[src/rtl/mem_port_arbiter.sv]
// Two-requester arbiter and sequencer for the shared data-memory port.
// A grant latches the winner's request; the transaction then runs a fixed
// ACCESS -> WAIT -> DONE sequence before the arbiter returns to IDLE.
module mem_port_arbiter #(
   parameter int unsigned ADDR_WIDTH = 12,
   parameter int unsigned DATA_WIDTH = 16
) (
   input  logic                  clk,
   input  logic                  reset,
   input  logic                  req0,
   input  logic                  req1,
   input  logic                  we0,
   input  logic                  we1,
   input  logic [ADDR_WIDTH-1:0] addr0,
   input  logic [ADDR_WIDTH-1:0] addr1,
   input  logic [DATA_WIDTH-1:0] wdata0,
   input  logic [DATA_WIDTH-1:0] wdata1,
   output logic                  ack0,
   output logic                  ack1,
   output logic [DATA_WIDTH-1:0] rdata0,
   output logic [DATA_WIDTH-1:0] rdata1,
   output logic [ADDR_WIDTH-1:0] mem_addr,
   output logic [DATA_WIDTH-1:0] mem_wdata,
   output logic                  mem_write,
   input  logic [DATA_WIDTH-1:0] mem_rdata,
   output logic                  busy,
   output logic                  owner
);

   typedef enum logic [1:0] {
      StIdle,
      StAccess,
      StWait,
      StDone
   } state_e;

   state_e                state_q, state_d;
   logic                  grant;
   logic                  winner;
   logic                  we_q;
   logic [ADDR_WIDTH-1:0] addr_q;
   logic [DATA_WIDTH-1:0] wdata_q;
   logic                  owner_q;
   logic                  last_q;
   logic [DATA_WIDTH-1:0] rdata0_q;
   logic [DATA_WIDTH-1:0] rdata1_q;

   // Next-state and arbitration: only IDLE looks at the requests.
   always_comb begin
      state_d = state_q;
      grant   = 1'b0;
      winner  = owner_q;
      unique case (state_q)
         StIdle: begin
            if (req0 || req1) begin
               grant   = 1'b1;
               // On a tie the requester that was not served last wins.
               winner  = (req0 && req1) ? ~last_q : req1;
               state_d = StAccess;
            end
         end
         StAccess: state_d = StWait;
         StWait:   state_d = StDone;
         StDone:   state_d = StIdle;
         default:  state_d = StIdle;
      endcase
   end

   // State register; reset aborts any transaction in flight.
   always_ff @(posedge clk) begin
      if (reset) begin
         state_q <= StIdle;
      end else begin
         state_q <= state_d;
      end
   end

   // Latch the winning request at grant; these also drive the memory port.
   always_ff @(posedge clk) begin
      if (reset) begin
         we_q    <= 1'b0;
         addr_q  <= '0;
         wdata_q <= '0;
         owner_q <= 1'b0;
         last_q  <= 1'b1;
      end else if (grant) begin
         we_q    <= winner ? we1 : we0;
         addr_q  <= winner ? addr1 : addr0;
         wdata_q <= winner ? wdata1 : wdata0;
         owner_q <= winner;
         last_q  <= winner;
      end
   end

   // Capture read data at the edge closing WAIT, for the owning requester.
   always_ff @(posedge clk) begin
      if (reset) begin
         rdata0_q <= '0;
         rdata1_q <= '0;
      end else if (state_q == StWait && !we_q) begin
         if (owner_q) begin
            rdata1_q <= mem_rdata;
         end else begin
            rdata0_q <= mem_rdata;
         end
      end
   end

   // Output decode from the registered state.
   always_comb begin
      mem_addr  = addr_q;
      mem_wdata = wdata_q;
      mem_write = (state_q == StAccess) && we_q;
      busy      = (state_q != StIdle);
      owner     = owner_q;
      ack0      = (state_q == StDone) && !owner_q;
      ack1      = (state_q == StDone) && owner_q;
      rdata0    = rdata0_q;
      rdata1    = rdata1_q;
   end

endmodule

[config.mk]
export PLATFORM = sky130hd
export DESIGN_NAME = mem_port_arbiter
export DESIGN_NICKNAME = d
export VERILOG_FILES = /design/src/rtl/mem_port_arbiter.sv
export SDC_FILE = /design/constraint.sdc
export NUM_CORES = 1
export LEC_CHECK = 0
export ABC_AREA = 1
export ABC_CLOCK_PERIOD_IN_PS = 1530
export CAP_MARGIN = 20
export CORE_UTILIZATION = 40
export CTS_BUF_LIST = sky130_fd_sc_hd__clkbuf_8 sky130_fd_sc_hd__clkbuf_16
export CTS_CLUSTER_DIAMETER = 30
export DETAILED_ROUTE_END_ITERATION = 10
export PLACE_DENSITY_LB_ADDON = 0.08
export REMOVE_ABC_BUFFERS = 1
export SLEW_MARGIN = 20
export SYNTH_ARGS = -nofsm -noshare
export SYNTH_HDL_FRONTEND = slang
export SYNTH_SLANG_ARGS = --single-unit
[constraint.sdc]
create_clock -name clk -period 1.53 [get_ports clk]
set_clock_uncertainty 0.1 [all_clocks]
set_input_delay 0.459 -clock clk [delete_from_list [all_inputs] [get_ports clk]]
set_output_delay 0.459 -clock clk [all_outputs]
set_load 0.03 [all_outputs]
==> results of run 1 <==
## layer usage
metal  share of wire, %  vias to the layer above
met1                 41                     1279
met3                9.2                       15
met5                  0                        -
met4                2.0                        0
li1                   -                     1579
met2                 48                      114
## flip-flops by register name (all words and copies together) (netlist names)
signal	cells
mem_wdata	16
state_q	2
we_q	1
rdata0	16
last_q	1
rdata1	16
mem_addr	12
owner	1
## timing repair
item                                    in CTS  in global routing
endpoints found under the setup margin      21                 35
pin swaps                                    1                  1
resized for setup                           14                 10
## area by class of cell
class | instances | area [sq um] | area share (%)
inverters | 101 | 381.6 | 8.311
multi-input cells | 233 | 1127 | 24.55
clock buffers | 10 | 137.6 | 2.997
well taps | 96 | 120.1 | 2.616
flip-flops and latches | 65 | 1310 | 28.53
repair buffers | 159 | 1473 | 32.07
clock inverters | 6 | 42.54 | 0.9264
## placed cells by master, fill, tap and decap left out, drive strengths merged
| cell type | Yosys | final |
|---|---|---|
| nand2 | 94 | 94 |
| ha | 5 | 5 |
| dlymetal6s2s | 0 | 2 |
| nor3 | 1 | 1 |
| o21bai | 1 | 1 |
| nor2 | 2 | 2 |
| nand3 | 3 | 3 |
| clkinvlp | 0 | 2 |
| a21oi | 63 | 63 |
| clkbuf | 7 | 10 |
| o21ai | 64 | 64 |
| buf | 17 | 82 |
| inv | 101 | 102 |
| clkinv | 0 | 3 |
| clkdlybuf4s50 | 0 | 75 |
| dfxtp | 65 | 65 |
## kinds of logic (layout without fill, tap and decap cells)
kind of cell / Yosys count / after routing / synth area share [%]
AND/OR/NAND/NOR: 100 / 100 / 13.32
adder cells (fa/ha/maj): 5 / 5 / 2.148
flip-flops: 65 / 65 / 44.67
buffers and inverters: 125 / 276 / 17.65
AO/OA/AOI/OAI: 128 / 128 / 22.21
## report_power, final
group          switching, mW  internal (mW)  total (mW)
clock                  0.666          0.634        1.30
sequential             0.281           2.20        2.48
combinational           2.31           1.55        3.86
total                   3.26           4.39        7.64
## worst max path at each step
| stage | from | endpoint |
|---|---|---|
| 3_3_place_gp | req1 | mem_addr[1] |
| 2_1_floorplan | state_q[0] | mem_addr[0] |
| 6_report | state_q[0] | mem_write |
| 5_1_grt | state_q[1] | ack0 |
| 3_5_place_dp | req1 | mem_wdata[2] |
| 4_1_cts | state_q[0] | ack0 |
## worst max-delay path, cell delays in order (launching register included)
cell	delay [ps]
dfxtp_4	360
buf_6	120
ha_4	140
nand2_2	60
inv_2	40
buf_6	130
==> out/metrics.yaml, run 1 <==
synth_most_common_cell: "inv_1"
synth_top_area_cell: "dfxtp_1"
clk_latency_ps: 330
antenna_found_initial: 0
regToRegSetupSlack_ps: 110
place.gp.congestion: 0.8159
hold_ws_ps: 343.9
track_usage_pct: 19.67
setup_viol: 4
crit_required_ps: 970
cts_hold_buf: 0
die_h_um: 87.34
power_mw: 7.641
area_growth_pct: 57.65
clk_path_buf_depth: 2
row_count: 30
root_buffer: "clkbuf_8"
synth_ff_type: "dfxtp_1"
final_antenna_net_count: 0
cts_made_buffers: 9
grt_setup_unrepaired: "yes"
p_leak_nw: 2.288
r2r-end: "rdata0[2]"
portBuffers: 142
dp_slack_ps: -324.8
die_area_sq_mm: 0.007627
crit_arrival_ps: 1170
grt_use_met3_pct: 7.299
slew_viol_final: 0
synthDominantCellAreaShare_pct: 44.67
post-route-worst-setup-slack_ps: -201.8
use_met1_pct: 22.10
dp_hpwl_mm: 5.434
grt_max_degree: 35
critPathKind: "flip-flop to output pin"
cts.sinks: 65
max-cap-violations: 0
synth_area_sq_mm: 0.002913
synthTopCellsByCount: "100 x inv_1, 93 x nand2_1, 65 x dfxtp_1, 63 x a21oi_1, 59 x o21ai_0"
hp-start: "rdata0[6]"
timing.rr.start: "state_q[0]"
postSynthCellCount: 423
initialDrtViolationCount: 49
dr.pass1.iters: 4
finalHoldViolations: 0
routed_wl_mm: 7.327
vias: 2987
top_usage_layer: "met2"
grt_pass1_vias: 2640
final_cells: 670
ys_seq_area_share_pct: 44.67
dp_cells: 654
fin_util_pct: 66.49
grt_overflow: 0
min_delay_path_depth: 2
viasPerCell: 4.458
peakVddDrop_mv: 0.6969
fmax_mhz: 577.4
placed_area_sq_mm: 0.004347
start_util_pct: 42.17
htreeDepth: 3
nets: 652
io_pins: 143
min_to: "rdata0[6]"
synth_edf_count: 0
min_path_type: "flip-flop to flip-flop"
clk_pin_slew_ps: 70
path_max_fanout: 3
cp-end-kind: "output pin"
num-fill-cells: 635
ys_warn_count: 0
die_x_um: 87.34
finalCritPeriodShare_pct: 113.2
worst_pin_slew_ps: 175.4
ff2ff_path_depth: 6
violations: "setup timing"
ys_async_sr_fraction_pct: 0
grt_pass1_wl_mm: 11.74
post_cts.repair.setup_buffers: 0
cp-start-kind: "flip-flop"
antenna_cells: 0
synth_seq_cells: 65
outcome: "finished, violations left"
grt_use_met2_pct: 33.52
wl_per_cell_um: 10.94
ys_top_cells_by_area: "dfxtp_1 45%, inv_1 13%, nand2_1 12%"
drc: 0
yosysUniqueCellTypes: 20
core_region_area_sq_mm: 0.006907
synth.avg_cell_area_sq_um: 6.886
drive_gt1_share_pct: 19.69
slew_headroom_pct: 88.18
cellPowerDensity_mw_per_mm2: 1664
cts_tree: "built"
finalSetupTns_ps: -643.8
fin_crit_ps: 1732
final_area_sq_mm: 0.004592
(Power assumes the default switching activity.)
==> run 2, diff against run 1 <==
--- a/config.mk
+++ b/config.mk
@@ -9,3 +9,2 @@
 export ABC_CLOCK_PERIOD_IN_PS = 1530
-export CAP_MARGIN = 20
 export CORE_UTILIZATION = 40
@@ -16,2 +15,3 @@
 export REMOVE_ABC_BUFFERS = 1
+export SETUP_SLACK_MARGIN = 0.15
 export SLEW_MARGIN = 20
==> constraint.sdc (replaced) <==
create_clock -name clk -period 1.53 [get_ports clk]
set_clock_uncertainty 0.1 [all_clocks]
set_input_delay 0.306 -clock clk [delete_from_list [all_inputs] [get_ports clk]]
set_output_delay 0.306 -clock clk [all_outputs]
set_load 0.03 [all_outputs]
==> run 2 against run 1 <==
  * The run still ends with setup timing left
  * Core utilization is 6.9 points higher
  * Global-route usage rose by 2.9 points
  * Combinational power rose by 37%
  * Sequential share of layout area is 2.8 points lower
  * Power rose by 20%
  * Critical path depth rose by 5
  * Critical path type is now flip-flop to flip-flop
  * Critical endpoint is now mem_wdata[11]
==> out/metrics.yaml, run 2 (synthesis results as in run 1) <==
outcome: "finished, violations left"
violations: "setup timing"
die_h_um: 87.34  # unchanged
finalCritPeriodShare_pct: 105.6  # -7.5 points
clk_pin_slew_ps: 70  # about the same
fin_crit_ps: 1616  # -115.4 ps
crit_arrival_ps: 1730  # +560 ps
core_region_area_sq_mm: 0.006907  # unchanged
multi_input_area_sq_mm: 0.001473  # +31%
wl_per_cell_um: 12.90  # +18%
slew_viol_final: 0  # unchanged
place.gp.congestion: 0.8167  # about the same
initialDrtViolationCount: 75  # +53%
crit_required_ps: 1640  # +670 ps
area_growth_pct: 74.01
dr.pass1.iters: 4  # unchanged
clk_path_buf_depth: 2  # unchanged
switching_share_pct: 43.75  # +1.1 points
viasPerCell: 4.649  # +4.3%
nets: 666  # +2.1%
worst_pin_slew_ps: 337.8  # +162.4 ps
antenna_cells: 0  # unchanged
path_max_fanout: 6  # +3
antenna_found_initial: 0  # unchanged
final_antenna_net_count: 0  # unchanged
critPathKind: "flip-flop to flip-flop"
start_util_pct: 42.17  # unchanged
p_int_mw: 5.165  # +18%
final-seq-area_sq_mm: 0.001304  # -0.48%
root_buffer: "clkbuf_8"
die_x_um: 87.34  # unchanged
post-route-worst-setup-slack_ps: -86.34  # +115.4 ps
grt_overflow: 0  # unchanged
finalSetupTns_ps: -1870  # -1227 ps
grt_setup_unrepaired: "yes"
vias: 3180  # +6.5%
cp-end-kind: "flip-flop"
slew_headroom_pct: 77.44  # -11 points
drive_gt1_share_pct: 34.01  # +14 points
dp_cells: 653  # -0.15%
final_common_cell: "inv_1"
row_count: 30  # unchanged
max-cap-violations: 0  # unchanged
track_usage_pct: 22.57  # +2.9 points
switchingPower_mw: 4.017  # +23%
p_clk_share_pct: 15.8  # -1.2 points
min_path_type: "flip-flop to flip-flop"
clk_latency_ps: 330  # about the same
routed_wl_mm: 8.822  # +20%
cellPowerDensity_mw_per_mm2: 1812  # +8.9%
setup_viol: 33  # +29
cp-start-kind: "flip-flop"
grt_max_degree: 53  # +51%
finalHoldViolations: 0  # unchanged
p_leak_nw: 2.491  # +8.8%
num-fill-cells: 576  # -9.3%
drc: 0  # unchanged
hold_ws_ps: 341.0  # -2.875 ps
io_pins: 143  # unchanged
final_cells: 684  # +2.1%
cts_made_buffers: 9  # unchanged
die_area_sq_mm: 0.007627  # unchanged
final_cell_mix: "96 x inv_1, 76 x clkdlybuf4s50_1, 63 x dfxtp_1, 60 x buf_2, 45 x nand2_1"
portBuffers: 142  # unchanged
peakVddDrop_mv: 0.9019  # +29%
grt_pass1_wl_mm: 13.26  # +13%
cts_tree: "built"
combPwrFrac_pct: 57.5  # +7.0 points
power_frac_seq_pct: 26.7  # -5.8 points
grt_pass1_vias: 2856  # +8.2%
cts.sinks: 65  # unchanged
dp_hpwl_mm: 5.307  # -2.3%
fmax_mhz: 618.7  # +7.1%
htreeDepth: 3  # unchanged
cts_hold_buf: 0  # unchanged
-- run 2: cell count changes in the layout (fill, tap and decap cells not counted), moves of 2 or more --
cell | before | now
a21oi_1 | 63 | 44
a21oi_2 | 0 | 19
buf_16 | 0 | 4
buf_2 | 0 | 60
buf_4 | 72 | 9
buf_6 | 5 | 14
clkdlybuf4s15_2 | 0 | 2
dfxtp_4 | 2 | 0
nand2_1 | 92 | 45
nand2_2 | 2 | 32
nand2_4 | 0 | 16
o21ai_0 | 58 | 42
o21ai_1 | 5 | 16
o21ai_2 | 1 | 5
-- run 2: power groups by stage --
stage	sequential, mW	combinational, mW	clock, mW
after floorplan	3.34	1.23	0
after global placement	2.45	3.91	0
after detailed placement	2.46	3.99	0
after CTS	2.44	4.75	1.47
after global routing	2.50	5.63	1.56
final	2.45	5.28	1.45
-- run 2: metal layers --
layer | wire, um | GRT usage (%) | part of all wire (%)
met5 | 0 | 0 | 0
met4 | 193 | 9.836 | 2.2
met3 | 614 | 5.877 | 7.0
met2 | 4509 | 38.78 | 51
met1 | 3505 | 26.38 | 40
-- run 2: worst paths after layout --
kind	start	endpoint	slack (ps)	cells past startpoint
max	state_q[0]	mem_wdata[11]	-90	10
min	rdata0[8]	rdata0[8]	340	2
max reg2reg	state_q[0]	mem_wdata[11]	-90	10
min reg2reg	rdata0[8]	rdata0[8]	340	2
-- run 2: layout make-up --
type / instances / share of cell area (%)
timing repair buffer: 173 / 31.25
multi-input combinational: 233 / 29.05
sequential: 65 / 25.72
inverter: 101 / 7.726
clock buffer: 10 / 2.715
tap: 96 / 2.370
clock inverter: 6 / 1.160
-- run 2: worst max-delay path: stages (launching register included) --
cell and delay, ps:
dfxtp_2 340, buf_6 120, inv_6 50, ha_4 160, buf_6 110, nand3_4 110
nand2_8 180, buf_12 160, nand2_4 50, nand2_2 60, a21oi_2 60
-- run 2: timing repair --
action,CTS,global route
endpoints found under the hold margin,0,0
setup endpoints to repair,99,95
resized for setup,307,145
gates cloned,7,0
buffers inserted,8,0
pin swaps,6,30
-- run 2: metrics by stage --
step	area, sq um	utilization [%]	total power [mW]	setup WS (ps)
floorplan	2778	-	4.576	-334.3
CTS	4925	71.30	8.664	-84.07
global placement	4504	65.22	6.368	-134.9
global route	5069	73.39	9.687	-156.4
finish	5069	73.39	9.182	-86.34
detailed placement	4504	65.22	6.451	-180.2
==> run 3, diff against run 2 <==
- ABC_CLOCK_PERIOD_IN_PS: 1530 -> 1400
- CORE_UTILIZATION: 40 -> 37
- PLACE_DENSITY: default -> 0.77
- PLACE_DENSITY_LB_ADDON: 0.08 -> default
- clock period: 1.53 -> 1.4 ns (I/O delays scaled with it)
==> run 3 against run 2 <==
  * Routed wire length increased by 17%
  * Sequential power grew 19%
  * First-iteration DRC count increased by 31%
  * The run still ends with setup timing left
  * Worst setup slack got worse by 190 ps
  * Critical path type unchanged
  * Highest routed layer unchanged
  * Critical endpoint is now mem_wdata[0]
==> out/metrics.yaml, run 3 (synthesis results as in run 1) <==
crit_arrival_ps: 1850  # +120 ps
start_util_pct: 39.11  # -3.1 points
slew_viol_final: 0  # unchanged
finalCritPeriodShare_pct: 120.0  # +14 points
wl_per_cell_um: 14.82  # +15%
outcome: "finished, violations left"
setup_viol: 67  # +100%
cts.sinks: 65  # unchanged
regToRegSetupSlack_ps: -280  # -190 ps
cp-start-kind: "flip-flop"
combPwrFrac_pct: 57.7  # +0.2 points
post-route-worst-setup-slack_ps: -279.6  # -193.3 ps
area_growth_pct: 94.42
hold_ws_ps: 344.1  # +3.141 ps
die_x_um: 90.73  # +3.9%
clk_pin_slew_ps: 80  # about the same
grt_pass1_vias: 3334  # +17%
routed_wl_mm: 10.33  # +17%
antenna_cells: 0  # unchanged
antenna_found_initial: 0  # unchanged
die_h_um: 90.73  # +3.9%
fin_crit_ps: 1680  # +63.29 ps
final_cells: 697  # +1.9%
dp_hpwl_mm: 5.867  # +11%
dr.pass1.iters: 4  # unchanged
htreeDepth: 3  # unchanged
p_clk_share_pct: 17.1  # +1.3 points
grt_max_degree: 44  # -17%
portBuffers: 142  # unchanged
row_count: 31  # +3.3%
final_common_cell: "inv_1"
track_usage_pct: 24.03  # +1.5 points
path_max_fanout: 5  # -1
power_frac_seq_pct: 25.2  # -1.5 points
slew_headroom_pct: 83.72  # +6.3 points
min_path_type: "flip-flop to flip-flop"
finalHoldViolations: 0  # unchanged
initialDrtViolationCount: 98  # +31%
p_int_mw: 6.915  # +34%
placed_area_sq_mm: 0.004541  # +0.81%
violations: "setup timing"
place.gp.congestion: 0.7704  # -5.7%
dp_cells: 657  # +0.61%
final_cell_mix: "97 x inv_1, 77 x clkdlybuf4s50_1, 66 x nand2_1, 50 x buf_6, 41 x a21oi_1"
worst_pin_slew_ps: 241.7  # -96.11 ps
clk_latency_ps: 340  # about the same
critical_path.max_stage_delay_ps: 340  # about the same
root_buffer: "clkbuf_8"
die_area_sq_mm: 0.008231  # +7.9%
max-cap-violations: 0  # unchanged
crit_required_ps: 1580  # -60 ps
grt_pass1_wl_mm: 15.68  # +18%
viasPerCell: 4.897  # +5.3%
path_cells: "inv_2 > ha_4 > buf_6 > o21ai_4 > nand2_2 > nand2_4 > buf_12 > buf_12 > buf_16 > nand2_1 > nand2_1 > a21oi_2"
drc: 0  # unchanged
cp-end-kind: "flip-flop"
nets: 676  # +1.5%
cts_hold_buf: 0  # unchanged
grt_setup_unrepaired: "yes"
switchingPower_mw: 4.634  # +15%
grt_overflow: 0  # unchanged
switching_share_pct: 40.12  # -3.6 points
final_antenna_net_count: 0  # unchanged
p_leak_nw: 2.654  # +6.5%
fin_util_pct: 76.04  # +2.7 points
crit_family: "buffers and inverters"
final_area_sq_mm: 0.005663  # +12%
io_pins: 143  # unchanged
cp_slowest_cell: "dfxtp_2"
core_region_area_sq_mm: 0.007447  # +7.8%
vias: 3413  # +7.3%
peakVddDrop_mv: 1.230  # +36%
cts_tree: "built"
clk_path_buf_depth: 2  # unchanged
critPathKind: "flip-flop to flip-flop"
crit_buf_inv: 5  # +1
cts_made_buffers: 9  # unchanged
fmax_mhz: 595.4  # -3.8%
drive_gt1_share_pct: 38.29  # +4.3 points
cellPowerDensity_mw_per_mm2: 2039  # +13%
## run 3: changes by cell type in the layout (fill, tap and decap cells not counted), moves of 15 or more
cell,before,now
buf_4,9,31
dfxtp_1,63,32
buf_6,14,50
o21ai_0,42,27
buf_2,60,0
dfxtp_2,2,31
nand2_1,45,66
## run 3: worst register-to-register path: cells and delay by family (launching register included)
family,cells,cell delay (ps)
AO/OA/AOI/OAI,2,180
AND/OR/NAND/NOR,4,280
adder cells (fa/ha/maj),1,140
buffers and inverters,5,580
flip-flops,1,340
## run 3: path summary, 6_finish.rpt
check / from / end / cells past startpoint
worst max register to register: state_q[0] / mem_wdata[0] / 12
worst min-delay path: rdata0[15] / rdata0[15] / 2
worst max-delay path: state_q[0] / mem_wdata[0] / 12
worst min register to register: rdata0[15] / rdata0[15] / 2
## run 3: cell type report
class / instances / area [sq um]
Timing Repair Buffer: 183 / 2127
Fill cell: 533 / 1784
Multi-Input combinational cell: 233 / 1435
Sequential cell: 65 / 1348
Inverter: 101 / 386.6
Clock buffer: 9 / 123.9
Tap cell: 99 / 123.9
Clock inverter: 7 / 118.9
## run 3: per-layer routing
metal  part of all wire [%]  global-route usage [%]
met5                      0                       0
met4                    2.0                   8.602
met3                    9.1                   6.734
met2                     52                   44.57
met1                     36                   25.71
## run 3: power by group through the flow
stage | clock, mW | sequential [mW] | combinational [mW]
2_1_floorplan | 0 | 3.65 | 1.35
3_3_place_gp | 0 | 2.73 | 4.38
3_5_place_dp | 0 | 2.75 | 4.46
4_1_cts | 1.98 | 2.79 | 6.00
5_1_grt | 2.07 | 2.97 | 7.05
6_report | 1.98 | 2.91 | 6.66
## run 3: through the flow
step           worst slack (ps)  power (mW)  setup TNS, ps
4_1_cts                  -203.2       10.76          -7153
3_5_place_dp             -308.7       7.209         -10720
6_report                 -279.6       11.55          -9162
5_1_grt                  -349.8       12.09         -12760
2_1_floorplan            -464.3       5.001         -24320
3_3_place_gp             -260.2       7.111          -8892
## run 3: repair_timing
| action | CTS | global route |
|---|---|---|
| setup endpoints to repair | 114 | 120 |
| buffers inserted | 14 | 1 |
| cloned | 9 | 0 |
| pin swaps | 6 | 10 |
| gates resized for setup | 323 | 148 |
